## src/rtl/burst_serializer_mono8.sv

```systemverilog
// ============================================================================
// Module   : burst_serializer_mono8
// Brief    : Unpacks PIXELS_PER_BURST-wide Mono8 words into one pixel per beat.
// Revision : 1.0 - initial release
// ============================================================================
`default_nettype none

module burst_serializer_mono8 #(
    parameter int IN_ROWS          = 20,
    parameter int IN_COLS          = 20,
    parameter int PIXELS_PER_BURST = 4
) (
    input  logic                          clk,
    input  logic                          reset,
    input  logic                          ap_start,
    output logic                          ap_idle,
    output logic                          ap_ready,
    output logic                          ap_done,
    input  logic                          s_axis_tvalid,
    output logic                          s_axis_tready,
    input  logic [8*PIXELS_PER_BURST-1:0] s_axis_tdata,
    output logic                          m_axis_tvalid,
    input  logic                          m_axis_tready,
    output logic [7:0]                    m_axis_tdata,
    output logic                          m_axis_tlast,
    output logic [$clog2(IN_COLS)-1:0]    cnt_col,
    output logic [$clog2(IN_ROWS)-1:0]    cnt_row
);

    localparam int c_COL_W  = $clog2(IN_COLS);
    localparam int c_ROW_W  = $clog2(IN_ROWS);
    localparam int c_IDX_W  = (PIXELS_PER_BURST > 1) ? $clog2(PIXELS_PER_BURST) : 1;
    localparam int c_WORDS  = IN_ROWS * IN_COLS / PIXELS_PER_BURST;
    localparam int c_WCNT_W = $clog2(c_WORDS + 1);

    localparam logic [c_COL_W-1:0]  c_COL_LAST = c_COL_W'(IN_COLS - 1);
    localparam logic [c_ROW_W-1:0]  c_ROW_LAST = c_ROW_W'(IN_ROWS - 1);
    localparam logic [c_IDX_W-1:0]  c_IDX_LAST = c_IDX_W'(PIXELS_PER_BURST - 1);
    localparam logic [c_WCNT_W-1:0] c_WORDS_L  = c_WCNT_W'(c_WORDS);

    typedef enum logic [1:0] {
        S_IDLE = 2'd0,
        S_RUN  = 2'd1,
        S_DONE = 2'd2
    } state_t;

    state_t                      r_state;
    logic [8*PIXELS_PER_BURST-1:0] r_buf;
    logic [c_IDX_W-1:0]          r_idx;
    logic                        r_buf_valid;
    logic [c_WCNT_W-1:0]         r_wcnt;
    logic [c_COL_W-1:0]          r_col;
    logic [c_ROW_W-1:0]          r_row;

    logic       w_in_hs;
    logic       w_out_hs;
    logic       w_last_byte;
    logic       w_words_left;
    logic       w_col_last;
    logic       w_tlast;
    logic [7:0] w_bytes [PIXELS_PER_BURST];

    for (genvar g = 0; g < PIXELS_PER_BURST; g++) begin : g_bytes
        assign w_bytes[g] = r_buf[8*g +: 8];
    end

    assign w_last_byte  = (r_idx == c_IDX_LAST);
    assign w_words_left = (r_wcnt < c_WORDS_L);
    assign w_col_last   = (r_col == c_COL_LAST);
    assign w_tlast      = r_buf_valid && w_col_last && (r_row == c_ROW_LAST);

    // Refill is allowed in the same cycle the final byte leaves, keeping 1 pixel/cycle.
    assign s_axis_tready = (r_state == S_RUN) && w_words_left &&
                           (!r_buf_valid || (w_last_byte && m_axis_tready && m_axis_tvalid));

    assign w_in_hs  = s_axis_tvalid && s_axis_tready;
    assign w_out_hs = m_axis_tvalid && m_axis_tready;

    assign ap_idle       = (r_state == S_IDLE);
    assign ap_ready      = (r_state == S_IDLE) || (r_state == S_DONE);
    assign ap_done       = (r_state == S_DONE);
    assign m_axis_tvalid = r_buf_valid;
    assign m_axis_tdata  = w_bytes[r_idx];
    assign m_axis_tlast  = w_tlast;
    assign cnt_col       = r_col;
    assign cnt_row       = r_row;

    always_ff @(posedge clk or negedge reset) begin
        if (!reset) begin
            r_state     <= S_IDLE;
            r_buf       <= '0;
            r_idx       <= '0;
            r_buf_valid <= 1'b0;
            r_wcnt      <= '0;
            r_col       <= '0;
            r_row       <= '0;
        end else begin
            case (r_state)
                S_IDLE: begin
                    if (ap_start) begin
                        r_state     <= S_RUN;
                        r_idx       <= '0;
                        r_buf_valid <= 1'b0;
                        r_wcnt      <= '0;
                        r_col       <= '0;
                        r_row       <= '0;
                    end
                end
                S_RUN: begin
                    // A new word overrides the wrap of the byte index.
                    if (w_in_hs) begin
                        r_buf       <= s_axis_tdata;
                        r_idx       <= '0;
                        r_buf_valid <= 1'b1;
                        r_wcnt      <= r_wcnt + c_WCNT_W'(1);
                    end else if (w_out_hs) begin
                        if (w_last_byte) begin
                            r_idx       <= '0;
                            r_buf_valid <= 1'b0;
                        end else begin
                            r_idx <= r_idx + c_IDX_W'(1);
                        end
                    end
                    if (w_out_hs) begin
                        if (w_tlast) begin
                            r_col   <= '0;
                            r_row   <= '0;
                            r_state <= S_DONE;
                        end else if (w_col_last) begin
                            r_col <= '0;
                            r_row <= r_row + c_ROW_W'(1);
                        end else begin
                            r_col <= r_col + c_COL_W'(1);
                        end
                    end
                end
                S_DONE: begin
                    r_state <= S_IDLE;
                end
                default: begin
                    r_state <= S_IDLE;
                end
            endcase
        end
    end

endmodule

`default_nettype wire

```

## config.mk

```make
export PLATFORM = sky130hd
export DESIGN_NAME = burst_serializer_mono8
export DESIGN_NICKNAME = d
export VERILOG_FILES = /design/src/rtl/burst_serializer_mono8.sv
export SDC_FILE = /design/constraint.sdc
export NUM_CORES = 1
export LEC_CHECK = 0
export BUFFER_PORTS_ARGS = -buffer_cell sky130_fd_sc_hd__buf_2
export CORE_ASPECT_RATIO = 2
export CORE_UTILIZATION = 48
export CTS_BUF_LIST = sky130_fd_sc_hd__clkbuf_8 sky130_fd_sc_hd__clkbuf_16
export CTS_CLUSTER_DIAMETER = 40
export DETAILED_ROUTE_END_ITERATION = 6
export GPL_ROUTABILITY_DRIVEN = 0
export PLACE_DENSITY = 0.83
export SLEW_MARGIN = 20
export SYNTH_ARGS = -nofsm -noshare
export SYNTH_HDL_FRONTEND = slang
export SYNTH_SLANG_ARGS = --single-unit
```

## constraint.sdc

```tcl
create_clock -name clk -period 2 [get_ports clk]
set_input_delay 0.2 -clock clk [delete_from_list [all_inputs] [get_ports clk]]
set_output_delay 0.2 -clock clk [all_outputs]
set_load 0.01 [all_outputs]
```

Word-level counts from Yosys, hierarchy flattened --
Cells that the tools add are included.
Word-level totals: register bits after elaboration 54, bits of input ports 37, output and inout port bits 24, word-level logic and storage cells 75
Operators by class: add/subtract/negate cells 4, $lt $le $gt $ge 2, equal/unequal tests 12, muxes and demuxes 29, bitwise gates (word level) 1, reduce and logical (&&, ||, !) cells 20
Operator list (number):
- $mux W5 | 7
- $pmux W5 S2 | 2
- $bmux W8 S2 | 1
- $mux W8 | 2
- $mux W2 | 7
- $mux W7 | 2
- $pmux W7 S2 | 1
- $reduce_and A3 Y1 | 4
- $add A5 B1 Y5 const B | 2
- $eq A5 B5 Y1 const B | 2
- $ne A3 B3 Y1 const B | 3
- $logic_and A1 B1 Y1 | 8
- $ne A2 B2 Y1 const B | 4
- $pmux W2 S2 | 2
- $reduce_and A4 Y1 | 2
- $add A7 B1 Y7 const B | 1
- $lt A7 B7 Y1 const B | 1
- $eq A2 B2 Y1 const B | 2
- $mux W1 | 4
- $ge A3 B3 Y1 const B | 1
- $not A2 Y3 | 1
- $add A2 B1 Y2 const B | 1
- $eq A2 B1 Y1 const B | 1
- $logic_not A2 Y1 | 1
- 5 further kinds | 6

Depth between registers and ports, before layout --
word-level depth 8, gate-level depth with buffers 6, depth with buffers taken out 5

Least setup slack after synthesis --
No wires, ideal clock.
path type register to register, start register r_wcnt[4], end register r_buf[0], setup time 125 ps, data arrival time 1746 ps, data required time 1875 ps, slack 129 ps, stages on the path, launching flop included 5, period minus slack after synthesis 1871 ps, path through dfrtp_1 o311a_1 nor4b_4 buf_4 mux2_2
On the way: longest elaborated chain between the ends 5
Ends and longest elaborated chain:
- start: declaration | RTL line 51 | logic [c_WCNT_W-1:0] r_wcnt;
- start signal: assignment | RTL line 115 | r_wcnt <= r_wcnt + c_WCNT_W'(1);
- $lt A7 B7 Y1 | RTL line 68 | assign w_words_left = (r_wcnt < c_WORDS_L);
- $logic_and A1 B1 Y1 (2 in series) | RTL line 73 | assign s_axis_tready = (r_state == S_RUN) && w_words_left &&
- $logic_and A1 B1 Y1 | RTL line 76 | assign w_in_hs = s_axis_tvalid && s_axis_tready;
- $reduce_and A2 Y1 (no source line)
- end signal: assignment | RTL line 112 | r_buf <= s_axis_tdata;
- end: declaration | RTL line 48 | logic [8*PIXELS_PER_BURST-1:0] r_buf;
No other way between the ends. A chain may end at the register's enable or synchronous reset.

Worst setup path in the final report --
start register r_row[0], in the netlist cnt_row[0], end output port m_axis_tlast
On the way: longest elaborated chain between the ends 2
Ends and longest elaborated chain:
- start: declaration | RTL line 53 | logic [c_ROW_W-1:0] r_row;
- start signal: assignment | RTL line 131 | r_row <= r_row + c_ROW_W'(1);
- $eq A5 B5 Y1 | RTL line 70 | assign w_tlast = r_buf_valid && w_col_last && (r_row == c_ROW_LAST);
- $logic_and A1 B1 Y1 | RTL line 70
- end: declaration | RTL line 25 | output logic m_axis_tlast,
No other way between the ends.

==> flow_metrics.tcl <==
set metrics [dict create \
    area_growth_pct 21.5 \
    drt_iter0_drc 27 \
    yosysTopAreaCell "dfrtp_1" \
    grt_pass1_wl_um 8310 \
    final_cells 328 \
    max_freq_ghz 0.524 \
    vias 1880 \
    hpwl_um 3860 \
    switching_share 0.336 \
    grt_overflow 0 \
    cp.arrival_ns 1.71 \
    ys_async_sr_fraction 1.00 \
    fin_setup_tns_ns 0 \
    clock_skew_ns 0.0100 \
    r2r_setup_slack_ns 0.11 \
    start_kind "flop" \
    ant_nets 0 \
    synth_area_mm2 0.00255 \
    leakage_uw 0.00144 \
    drive_above_1_share 0.448 \
    dp_cells 319 \
    p_seq_frac 0.414 \
    wirelength_met1_um 1950 \
    port_buffers 60 \
    viasPerCell 5.73 \
    worst_slew_pin_slew_ns 0.719 \
    drcViolationCount 0 \
    reg2reg_to "r_buf[10]" \
    synth_seq_area_share 0.530 \
    die-height_um 105 \
    endpoint_kind "output pin" \
    min_path_cells 2 \
    max-vdd-ir-drop_v 0.00112 \
    die_w_um 53.5 \
    ff_latch_area_mm2 0.00135 \
    worstHoldPathType "input pin to flop" \
    worstSetupPathType "flop to output pin" \
    clock_path_buffers 2 \
    final_nets 310 \
    wl_per_cell_um 15.3 \
    finalSetupViolCount 0 \
    clkPwrFrac 0.158 \
    cts-root-buf "clkbuf_8" \
    status "finished, final reports clean" \
    maxSlewHeadroom 0.519 \
    cts_made_buffers 5 \
    rows 37 \
    ys.warnings.count 0 \
    clkLatencyLatePin_ns 0.30 \
    power.switching_uw 1530 \
    n_antenna_cell 0 \
    dieArea_mm2 0.00562 \
    powerDensity_mw_per_mm2 1470 \
    worstHoldStart "s_axis_tdata[11]" \
    start_util 0.496 \
    antenna_found_initial 0 \
    synthFlopType "dfrtp_1" \
    synth_cell_types 38 \
    r2r_start "r_wcnt[4]" \
    wl_met3_um 174 \
    slew_viol_final 0 \
    ys_seq_elements 54 \
    ys_top_cells_by_count "54 x dfrtp_1, 33 x mux2_2, 15 x nand2_1" \
    grt_pass1_vias 1917 \
    holdPathEnd "r_buf[11]" \
    drv_cap 0 \
    highest_layer "met4" \
    cts_num_sinks 54 \
    fin_crit_sh 0.955 \
    syn_area_per_cell_um2 12.9 \
    intPower_uw 3020 \
    synthTopCellsByArea "dfrtp_1 53%, mux2_2 15%, mux4_2 7.1%" \
    netlist.area_leader.share 0.530 \
    r2r.worst_path.cells 4 \
    cts_tree "built" \
    post-cts-setup-buffer-count 0 \
    yosysMostFrequentCell "dfrtp_1" \
    grt_max_degree 33 \
    track_usage 0.199 \
    combPwrFrac 0.428 \
    rsz0062_at_grt "no" \
    first_pass_iters 6 \
    h-tree-depth 2 \
    multi_input_area_mm2 0.00113 \
    coreArea_mm2 0.00514 \
    clkSlewWorstSetupHoldPaths_ns 0.10 \
    synth_edf_count 0 \
    hold_viol_final 0 \
    required_ns 1.80 \
    routed-wl-met2_um 2760 \
    fillers 437 \
    routed_wl_um 5010 \
    crit_fanout 5 \
    num_io_pins 61 \
    synth.net_count 239 \
    syn-instance-count 198 \
    min_period_ns 1.91 \
]
[routing by layer]
layer  vias up  GRT usage
met4         0     0.0789
met1       929      0.227
li1        878          -
met5         -          0
met3        12     0.0335
met2        61      0.346
[how the worst max path moves through the flow]
| stage | start | to | slack (ns) | cells past startpoint |
|---|---|---|---|---|
| final | cnt_row[0] | m_axis_tlast | 0.09 | 5 |
| after global routing | cnt_row[0] | m_axis_tlast | 0.004 | 5 |
| after detailed placement | r_wcnt[4] | r_buf[10] | 0.12 | 4 |
| after CTS | cnt_row[0] | m_axis_tlast | 0.09 | 5 |
| after global placement | r_wcnt[4] | r_buf[29] | 0.15 | 4 |
| after floorplan | r_wcnt[4] | r_buf[0] | 0.13 | 4 |
[placed cells by master (no fill, tap or decap), types with 2 or more instances in the layout]
cell type / instances
ha_1: 4
nand3_1: 4
o31ai_1: 2
or3_1: 2
nand2_1: 15
mux2i_1: 5
nand4_1: 4
nor3_1: 4
mux2_2: 33
nor2_1: 9
inv_1: 5
o21ai_0: 8
clkbuf_8: 5
a21oi_1: 3
mux4_2: 8
dfrtp_1: 54
a22o_1: 2
buf_4: 11
and3_1: 3
buf_2: 60
nor3b_1: 2
nand2b_1: 4
nor2b_1: 4
[worst max-delay path, stage by stage, from the launching register on]
cell      delay [ns]
dfrtp_1         0.42
ha_1            0.25
nor4bb_1        0.38
nand3_1         0.18
inv_1           0.08
buf_2           0.12
[power groups by stage]
stage          clock network [uW]  registers, uW  logic, uW
6_report                      718           1880       1950
5_1_grt                       782           1970       2160
4_1_cts                       743           1890       1980
3_5_place_dp                    0           1920       1970
3_3_place_gp                    0           1890       1890
2_1_floorplan                   0           1850       1380
[per-stage QoR]
stage	area, um2	utilization	setup slack [ns]	hold WS [ns]	power [uW]
global placement	2980	0.579	0.151	0.0742	3780
CTS	3100	0.602	0.0887	0.110	4610
finish	3100	0.602	0.0907	0.117	4550
global route	3100	0.602	0.00363	0.113	4920
detailed placement	2980	0.579	0.122	0.0819	3890
floorplan	2550	-	0.129	-0.0956	3230
[area by class of cell]
class,instances,share of cell area
clock inverters,3,0.0133
inverters,4,0.00485
clock buffers,5,0.0222
repair buffers,73,0.133
well taps,58,0.0234
multi-input cells,131,0.366
flip-flops and latches,54,0.437
[cell families (layout without fill, tap and decap cells)]
kind of cell | count (synthesis) | count (layout) | synth area share
buffers and inverters | 13 | 85 | 0.0250
AOI/OAI and AO/OA | 24 | 24 | 0.0628
muxes | 46 | 46 | 0.236
adders and majority gates | 4 | 4 | 0.0196
and+or+nand+nor | 57 | 57 | 0.126
DFF | 54 | 54 | 0.530
[registers in the layout, indices dropped and copies added (netlist names)]
signal         cells
m_axis_tvalid      1
r_state            2
cnt_row            5
r_buf             32
r_idx              2
r_wcnt             7
cnt_col            5
[repair_timing]
action | 4_1_cts | 5_1_grt
hold buffers | 1 | 0
gates resized for setup | 0 | 0
endpoints found under the hold margin | 9 | 0
Power figures use the tool's default switching activity.
